### src/rtl/bmult_pkg.sv
// bmult_pkg: helper constants and the partial-product row function
// shared by the pipelined array multiplier and its adder stages.
package bmult_pkg;

   // Widest operand supported; rows are built at this width and trimmed
   localparam int MAX_W = 32;
   localparam int WIDE  = 2 * MAX_W;

   // One shifted partial-product row; the signed MSB row is negated
   // so that the B sign bit carries weight -2^(W-1).
   function automatic logic [WIDE-1:0] pp_row(
      input logic [WIDE-1:0] a_ext,
      input logic            b_bit,
      input int              idx,
      input logic            is_signed_msb
   );
      logic [WIDE-1:0] row;
      row = b_bit ? (a_ext << idx) : '0;
      if (is_signed_msb)
         row = ~row + WIDE'(1);
      return row;
   endfunction

endpackage

### src/rtl/bmult_stage.sv
// bmult_stage: combinational addition of R partial-product rows,
// starting at FIRST_ROW, onto an incoming 2W-bit running sum.
// Ports: sum_in/a_ext (2W), b_bits (R), is_signed -> sum_out (2W).
module bmult_stage
   import bmult_pkg::*;
#(
   parameter int W         = 6,
   parameter int R         = 1,
   parameter int FIRST_ROW = 0
) (
   input  logic [2*W-1:0] sum_in,
   input  logic [2*W-1:0] a_ext,
   input  logic [R-1:0]   b_bits,
   input  logic           is_signed,
   output logic [2*W-1:0] sum_out
);

   logic [WIDE-1:0] a_wide;
   logic [WIDE-1:0] row;
   logic [2*W-1:0]  acc;

   always_comb begin
      a_wide = '0;
      a_wide[2*W-1:0] = a_ext;
      row = '0;
      acc = sum_in;
      for (int j = 0; j < R; j++) begin
         row = pp_row(a_wide, b_bits[j], FIRST_ROW + j,
                      is_signed && (FIRST_ROW + j == W - 1));
         acc = acc + row[2*W-1:0];
      end
      sum_out = acc;
   end

endmodule

### src/rtl/bmult_pipe.sv
// bmult_pipe: pipelined W x W signed/unsigned array multiplier with a
// valid/ready handshake and a single global advance enable.
// Ports: clk, rst (sync, high); in_valid/in_ready/in_signed/A/B in;
//        out_valid/out_ready/P (2W) out.
module bmult_pipe
   import bmult_pkg::*;
#(
   parameter int W      = 6,
   parameter int STAGES = 1
) (
   input  logic           clk,
   input  logic           rst,
   input  logic           in_valid,
   output logic           in_ready,
   input  logic           in_signed,
   input  logic [W-1:0]   A,
   input  logic [W-1:0]   B,
   output logic           out_valid,
   input  logic           out_ready,
   output logic [2*W-1:0] P
);

   localparam int R  = W / STAGES;
   localparam int PW = 2 * W;

   typedef struct packed {
      logic [PW-1:0] sum;
      logic [PW-1:0] a_ext;
      logic [W-1:0]  b_rem;
      logic          sgn;
      logic          valid;
   } stage_t;

   if (W < 2 || W > MAX_W || STAGES < 1 || STAGES > W
       || (W % STAGES) != 0) begin : g_bad_param
      $error("bmult_pipe: illegal W/STAGES combination");
   end

   logic   adv;
   stage_t head;

   // The whole pipe moves as one; a stalled output freezes every stage
   assign adv      = !out_valid || out_ready;
   assign in_ready = adv && !rst;

   always_comb begin
      head       = '0;
      head.a_ext = in_signed ? {{W{A[W-1]}}, A} : {{W{1'b0}}, A};
      head.b_rem = B;
      head.sgn   = in_signed;
      head.valid = in_valid;
   end

   for (genvar k = 0; k < STAGES; k++) begin : g_stage
      stage_t        cur;
      stage_t        nxt;
      stage_t        q;
      logic [PW-1:0] sum_add;

      if (k == 0) begin : g_head
         assign cur = head;
      end else begin : g_link
         assign cur = g_stage[k-1].q;
      end

      bmult_stage #(
         .W         (W),
         .R         (R),
         .FIRST_ROW (k * R)
      ) u_stage (
         .sum_in    (cur.sum),
         .a_ext     (cur.a_ext),
         .b_bits    (cur.b_rem[R-1:0]),
         .is_signed (cur.sgn),
         .sum_out   (sum_add)
      );

      // Consumed B bits are shifted out so the next stage sees its rows at bit 0
      always_comb begin
         nxt       = cur;
         nxt.sum   = sum_add;
         nxt.b_rem = cur.b_rem >> R;
      end

      always_ff @(posedge clk) begin
         if (rst)
            q <= '0;
         else if (adv)
            q <= nxt;
      end
   end

   assign P         = g_stage[STAGES-1].q.sum;
   assign out_valid = g_stage[STAGES-1].q.valid;

endmodule

### config.mk
export PLATFORM = sky130hd
export DESIGN_NAME = bmult_pipe
export DESIGN_NICKNAME = d
export VERILOG_FILES = /design/src/rtl/bmult_pkg.sv /design/src/rtl/bmult_stage.sv /design/src/rtl/bmult_pipe.sv
export SDC_FILE = /design/constraint.sdc
export NUM_CORES = 1
export LEC_CHECK = 0
export CELL_PAD_IN_SITES_DETAIL_PLACEMENT = 0
export CELL_PAD_IN_SITES_GLOBAL_PLACEMENT = 1
export CORE_MARGIN = 2
export CORE_UTILIZATION = 36
export CTS_CLUSTER_DIAMETER = 40
export DETAILED_ROUTE_END_ITERATION = 16
export PLACE_DENSITY_LB_ADDON = 0.1
export SLEW_MARGIN = 20
export SYNTH_ARGS = -nofsm -noshare
export SYNTH_HDL_FRONTEND = slang
export SYNTH_SLANG_ARGS = --single-unit
### constraint.sdc
create_clock -name clk -period 6.58 [get_ports clk]
set_input_delay 1.974 -clock clk [delete_from_list [all_inputs] [get_ports clk]]
set_output_delay 1.974 -clock clk [all_outputs]
set_load 0.03 [all_outputs]
==> metrics.txt, run 1 <==
total negative slack 0 ns; area leader, netlist fa_1; Vias/cell 4.66; NetSw 238 µW; LEAKAGE 1.09 nW; area growth from synthesis to layout 22.8%; Sequential Power Share 0.206; # Post-CTS Setup Buffers 0; CTS buffer count 3; Peak VDD IR 140 µV; global routing met3 resource utilization 0.0271; nets@finish 318; syn avg cell area 8.33 µm²; Post-Route Utilization 0.461; Post-synth EDFFs 0; Post-Syn Nets 287; Post-Route WL 4.12 mm; Seq/Total Area, Yosys 0.136; Sw Ratio 0.433; endpoints failing hold 0; Port Buf Inserts 30; initial core utilization 0.375; DR WL/cell 12.5 µm; drt first pass iters 4; GR Util met2 0.285; DRT iter0 DRCs 71; post-route ant nets 0; post-route minimum period 5.97 ns; final period utilization 0.907; via count 1539; DP Area 0.00231 mm²; Slew Limit Fails 0; Hold Buf Count CTS 0; Crit Path Max Fanout 8; worst slew pin tran 0.511 ns; Worst setup EP type flip-flop; setup violators final 0; Pwr Density 233 mW/mm²; Yosys reg bits 13; die height 76.9 µm; max-cap viol count 0; DIE WIDTH 76.9 µm; Reg clk slew, reported paths 0.05 ns; worst skew pair latency 0.24 ns; Yosys top cell area share 0.251; GRT Util Overall 0.156; top post-synthesis cells by count nand2_1 (38), inv_1 (31), fa_1 (24); Critical Path RT 6.74 ns; first-pass GRT wire length 7.55 mm; crit start category input port; DRC errors left 0; routability cong. 0.779; # IOs 31; met1 Resource Use GR 0.200; die area 0.00592 mm²; Post-synth ARST share 0; Post-Layout Inst Area 0.00235 mm²; Rows 26; post-synth cell types 33; synth top area cells fa_1 (25%), dfxtp_1 (14%), ha_1 (10%); CTS tree built; reg2reg setup slack 5.35 ns; Max Clk Rate 0.168 GHz; Worst slew margin 0.659; htree depth 1; Clock Skew 0.00105 ns; vias in the first global route 1630; Syn Inst Count 230; cell-internal power 311 µW; CP arrival 6.13 ns; initial antenna violation count 0; grt total ovfl 0; clk sinks 13; antenna cells 0; ys flop type dfxtp_1; Cell Area, Synth 0.00192 mm²; Power Total 548 µW; most frequent cell after synthesis nand2_1; most used routing layer met2; Logic pwr share 0.666; largest net degree at the start of global routing 17; Critical Setup Path Class in2reg; post-CTS sizing 0; Clk pwr share 0.128; RSZ-0062 raised after global routing no; Yosys Warn Count 0; outcome finished, final reports clean; worst min-delay path class reg2reg; CTS root buf clkbuf_8; dpl hpwl 3.44 mm; Core Area 0.00511 mm²; share of layout cells above drive strength 1 0.0577; clk buf depth 2
==> through the flow <==
step | cells | hold WS (ns) | worst slack [ns]
5_1_grt | 330 | 0.479 | 0.351
6_report | 330 | 0.452 | 0.613
2_1_floorplan | 230 | 0.570 | 1.08
3_3_place_gp | 326 | 0.441 | 0.396
4_1_cts | 330 | 0.455 | 0.586
3_5_place_dp | 326 | 0.448 | 0.361
==> sequential cells by signal, indices dropped and copies added, names as in the netlist <==
signal,count
P,12
out_valid,1
==> path summary, 6_finish.rpt <==
kind                         to  cells past startpoint                    from
min reg2reg   P[7]$_SDFFE_PP0N_                      2       P[7]$_SDFFE_PP0N_
max reg2reg  P[10]$_SDFFE_PP0N_                      4  out_valid$_SDFFE_PP0N_
max          P[11]$_SDFFE_PP0N_                     16                    A[1]
min           P[7]$_SDFFE_PP0N_                      2       P[7]$_SDFFE_PP0N_
==> metal layers <==
metal / wire length, µm / share of wire
met5: 0 / 0
met4: 0 / 0
met3: 84 / 0.020
met2: 2100 / 0.51
met1: 1940 / 0.47
==> cells in the final DEF, fill, tap and decap left out, types with 2 or more instances in the layout <==
cell             Yosys  layout
nand2_1             38      38
a21oi_1             15      15
o21ai_0              5       5
dfxtp_1             13      13
nor2b_1              4       4
ha_1                16      16
and3_1               3       3
buf_4                0       6
a31oi_1              2       2
and2_1              16      16
xor2_1               3       3
clkdlybuf4s50_1      0      30
clkbuf_8             0       3
and2_2               3       3
inv_1               31      31
nor2_1               7       7
a21o_1               3       3
xnor2_1             19      19
fa_1                24      24
nand3_1              4       4
==> power groups by stage <==
| stage | Clock, mW | Combinational (mW) | Sequential (mW) |
|---|---|---|---|
| 2_1_floorplan | 0 | 0.222 | 0.159 |
| 3_5_place_dp | 0 | 0.372 | 0.115 |
| 6_report | 0.0703 | 0.365 | 0.113 |
| 3_3_place_gp | 0 | 0.372 | 0.114 |
| 5_1_grt | 0.0762 | 0.418 | 0.117 |
| 4_1_cts | 0.0724 | 0.374 | 0.113 |
==> cell type report <==
cell class	count	area, µm²
sequential	13	260
timing repair buffer	36	345
clock buffer	4	45.0
tap	70	87.6
inverter	31	116
multi-input combinational	176	1500
fill	542	2760
==> critical path, cell delays in order <==
cell and delay, ns:
clkdlybuf4s50_1 0.54, or3_4 0.48, o31ai_1 0.26, xnor2_1 0.16, nand2_1 0.09, fa_1 0.49, inv_1 0.05, fa_1 0.48
inv_1 0.06, fa_1 0.52, inv_1 0.04, ha_1 0.33, a21o_1 0.17, a31oi_1 0.17, xnor2_1 0.10, a211oi_2 0.22
==> cell families after synthesis <==
kind of cell / count (synthesis) / share of synthesized area
AOI/OAI and AO/OA: 32 / 0.112
xor gates and xnor gates: 22 / 0.101
adders and majority gates: 40 / 0.355
buffers and inverters: 41 / 0.0823
DFF: 13 / 0.136
and+or+nand+nor: 82 / 0.214
(Power assumes the default switching activity.)
==> run 2, diff against run 1 <==
Settings changed: CORE_MARGIN 2 to 3.
==> run 2 against run 1 <==
Non-clock buffer count unchanged. Largest cell class unchanged. Critical endpoint unchanged. Register-to-register slack is essentially flat. First-iteration DRC count fell by 30%. Worst setup slack improved by 0.017 ns.
==> metrics.txt, run 2 (same netlist as run 1, synthesis figures left out) <==
drt first pass iters 4 (unchanged); Post-Layout Inst Area 0.00235 mm² (-0.16%); RSZ-0062 raised after global routing no; cell family with most CP delay adder cells; Pwr Density 234 mW/mm² (+0.30%); post-CTS sizing 0 (unchanged); Critical Path RT 6.74 ns (about the same); Reg clk slew, reported paths 0.06 ns (about the same); CTS tree built; clk sinks 13 (unchanged); DRC errors left 0 (unchanged); most frequent cells in the layout nand2_1 (38), inv_1 (31), clkdlybuf4s50_1 (30), fa_1 (24), xnor2_1 (19); Filler cells 538 (-0.74%); initial core utilization 0.388 (+0.0125); DRT iter0 DRCs 50 (-30%); initial antenna violation count 0 (unchanged); CTS buffer count 3 (unchanged); via count 1541 (+0.13%); die height 78.9 µm (+2.6%); # Post-CTS Setup Buffers 0 (unchanged); Vias/cell 4.71 (+1.0%); Post-Route WL 4.01 mm (-2.8%); Power Total 549 µW (+0.14%); Critical Path Max Stage Delay 0.53 ns (about the same); DIE WIDTH 78.9 µm (+2.6%); total negative slack 0 ns (unchanged); CTS root buf clkbuf_8; outcome finished, final reports clean; worst min-delay path class reg2reg; setup violators final 0 (unchanged); area growth from synthesis to layout 22.6%; # IOs 31 (unchanged); nets@finish 318 (unchanged); Port Buf Inserts 30 (unchanged); dpl hpwl 3.36 mm (-2.3%); Worst setup EP type flip-flop; Slew Limit Fails 0 (unchanged); worst skew pair latency 0.24 ns (about the same); endpoints failing hold 0 (unchanged); routability cong. 0.766 (-1.7%); Core Area 0.00494 mm² (-3.2%); worst slew pin tran 0.531 ns (+0.0192 ns); LEAKAGE 1.09 nW (unchanged); Post-Route Utilization 0.475 (+0.0146); Rows 25 (-3.8%); post-route minimum period 5.95 ns (-0.0173 ns); CP arrival 6.11 ns (-0.02 ns); clk buf depth 2 (unchanged); Hold Buf Count CTS 0 (unchanged); Critical Setup Path Class in2reg; share of layout cells above drive strength 1 0.0577 (unchanged); GRT Util Overall 0.144 (-0.0122); max-cap viol count 0 (unchanged); critical-path cell list clkdlybuf4s50_1, or3_4, o31ai_1, xnor2_1, nand2_1, fa_1, inv_1, fa_1, inv_1, fa_1, inv_1, ha_1, a21o_1, a31oi_1, xnor2_1, a211oi_2; Worst slew margin 0.646 (-0.0128); WP buf/inv 4 (unchanged); grt total ovfl 0 (unchanged); DP Area 0.00230 mm² (-0.16%); htree depth 1 (unchanged); vias in the first global route 1552 (-4.8%); slowest CP cell clkdlybuf4s50_1; hold_ws 0.447 ns (-0.00486 ns); antenna cells 0 (unchanged); Peak VDD IR 166 µV (+19%); max FFs per register 12 (unchanged); Max Clk Rate 0.168 GHz (+0.29%); first-pass GRT wire length 7.25 mm (-3.9%); leading cell type in the layout, fill and taps excluded nand2_1; largest net degree at the start of global routing 17 (unchanged); final period utilization 0.904 (-0.00262); crit start category input port; Clock Skew 0.00234 ns (+0.00129 ns); post-route ant nets 0 (unchanged); Crit Path Max Fanout 8 (unchanged); die area 0.00623 mm² (+5.3%); DR WL/cell 12.3 µm (-1.9%)
[run 2: routing by layer]
layer / up-vias / global-route usage / wire length [µm]
met5: - / 0 / 0
met4: 0 / 0.0103 / 0
met3: 0 / 0.0272 / 132
met2: 17 / 0.240 / 1980
met1: 738 / 0.203 / 1900
li1: 786 / - / -
[run 2: layout make-up]
type / instances / area, µm² / share of cell area
Inverter: 31 / 116 / 0.0495
Clock buffer: 4 / 45.0 / 0.0192
Tap cell: 67 / 83.8 / 0.0357
Multi-Input combinational cell: 176 / 1500 / 0.638
Timing Repair Buffer: 36 / 345 / 0.147
Sequential cell: 13 / 260 / 0.111
[run 2: report_power, final]
group	internal, mW	total [mW]	switching [mW]
clock	0.0427	0.0709	0.0282
sequential	0.102	0.113	0.0107
combinational	0.166	0.365	0.199
[run 2: tightest hold or removal path: stages (launching register included)]
cell	delay, ns
dfxtp_1	0.30
nand2_1	0.05
a21oi_1	0.05
[run 2: worst paths after layout]
path | startpoint | endpoint | slack (ns) | cells after the start
hold / removal | P[3]$_SDFFE_PP0N_ | P[3]$_SDFFE_PP0N_ | 0.45 | 2
setup / recovery | A[1] | P[11]$_SDFFE_PP0N_ | 0.63 | 16
setup reg to reg | out_valid$_SDFFE_PP0N_ | P[10]$_SDFFE_PP0N_ | 5.36 | 4
hold reg to reg | P[3]$_SDFFE_PP0N_ | P[3]$_SDFFE_PP0N_ | 0.45 | 2
[run 2: through the flow]
step                worst slack (ns)  instances
floorplan                       1.08        230
global placement               0.382        323
detailed placement             0.385        323
CTS                            0.614        327
global route                   0.348        327
finish                         0.630        327
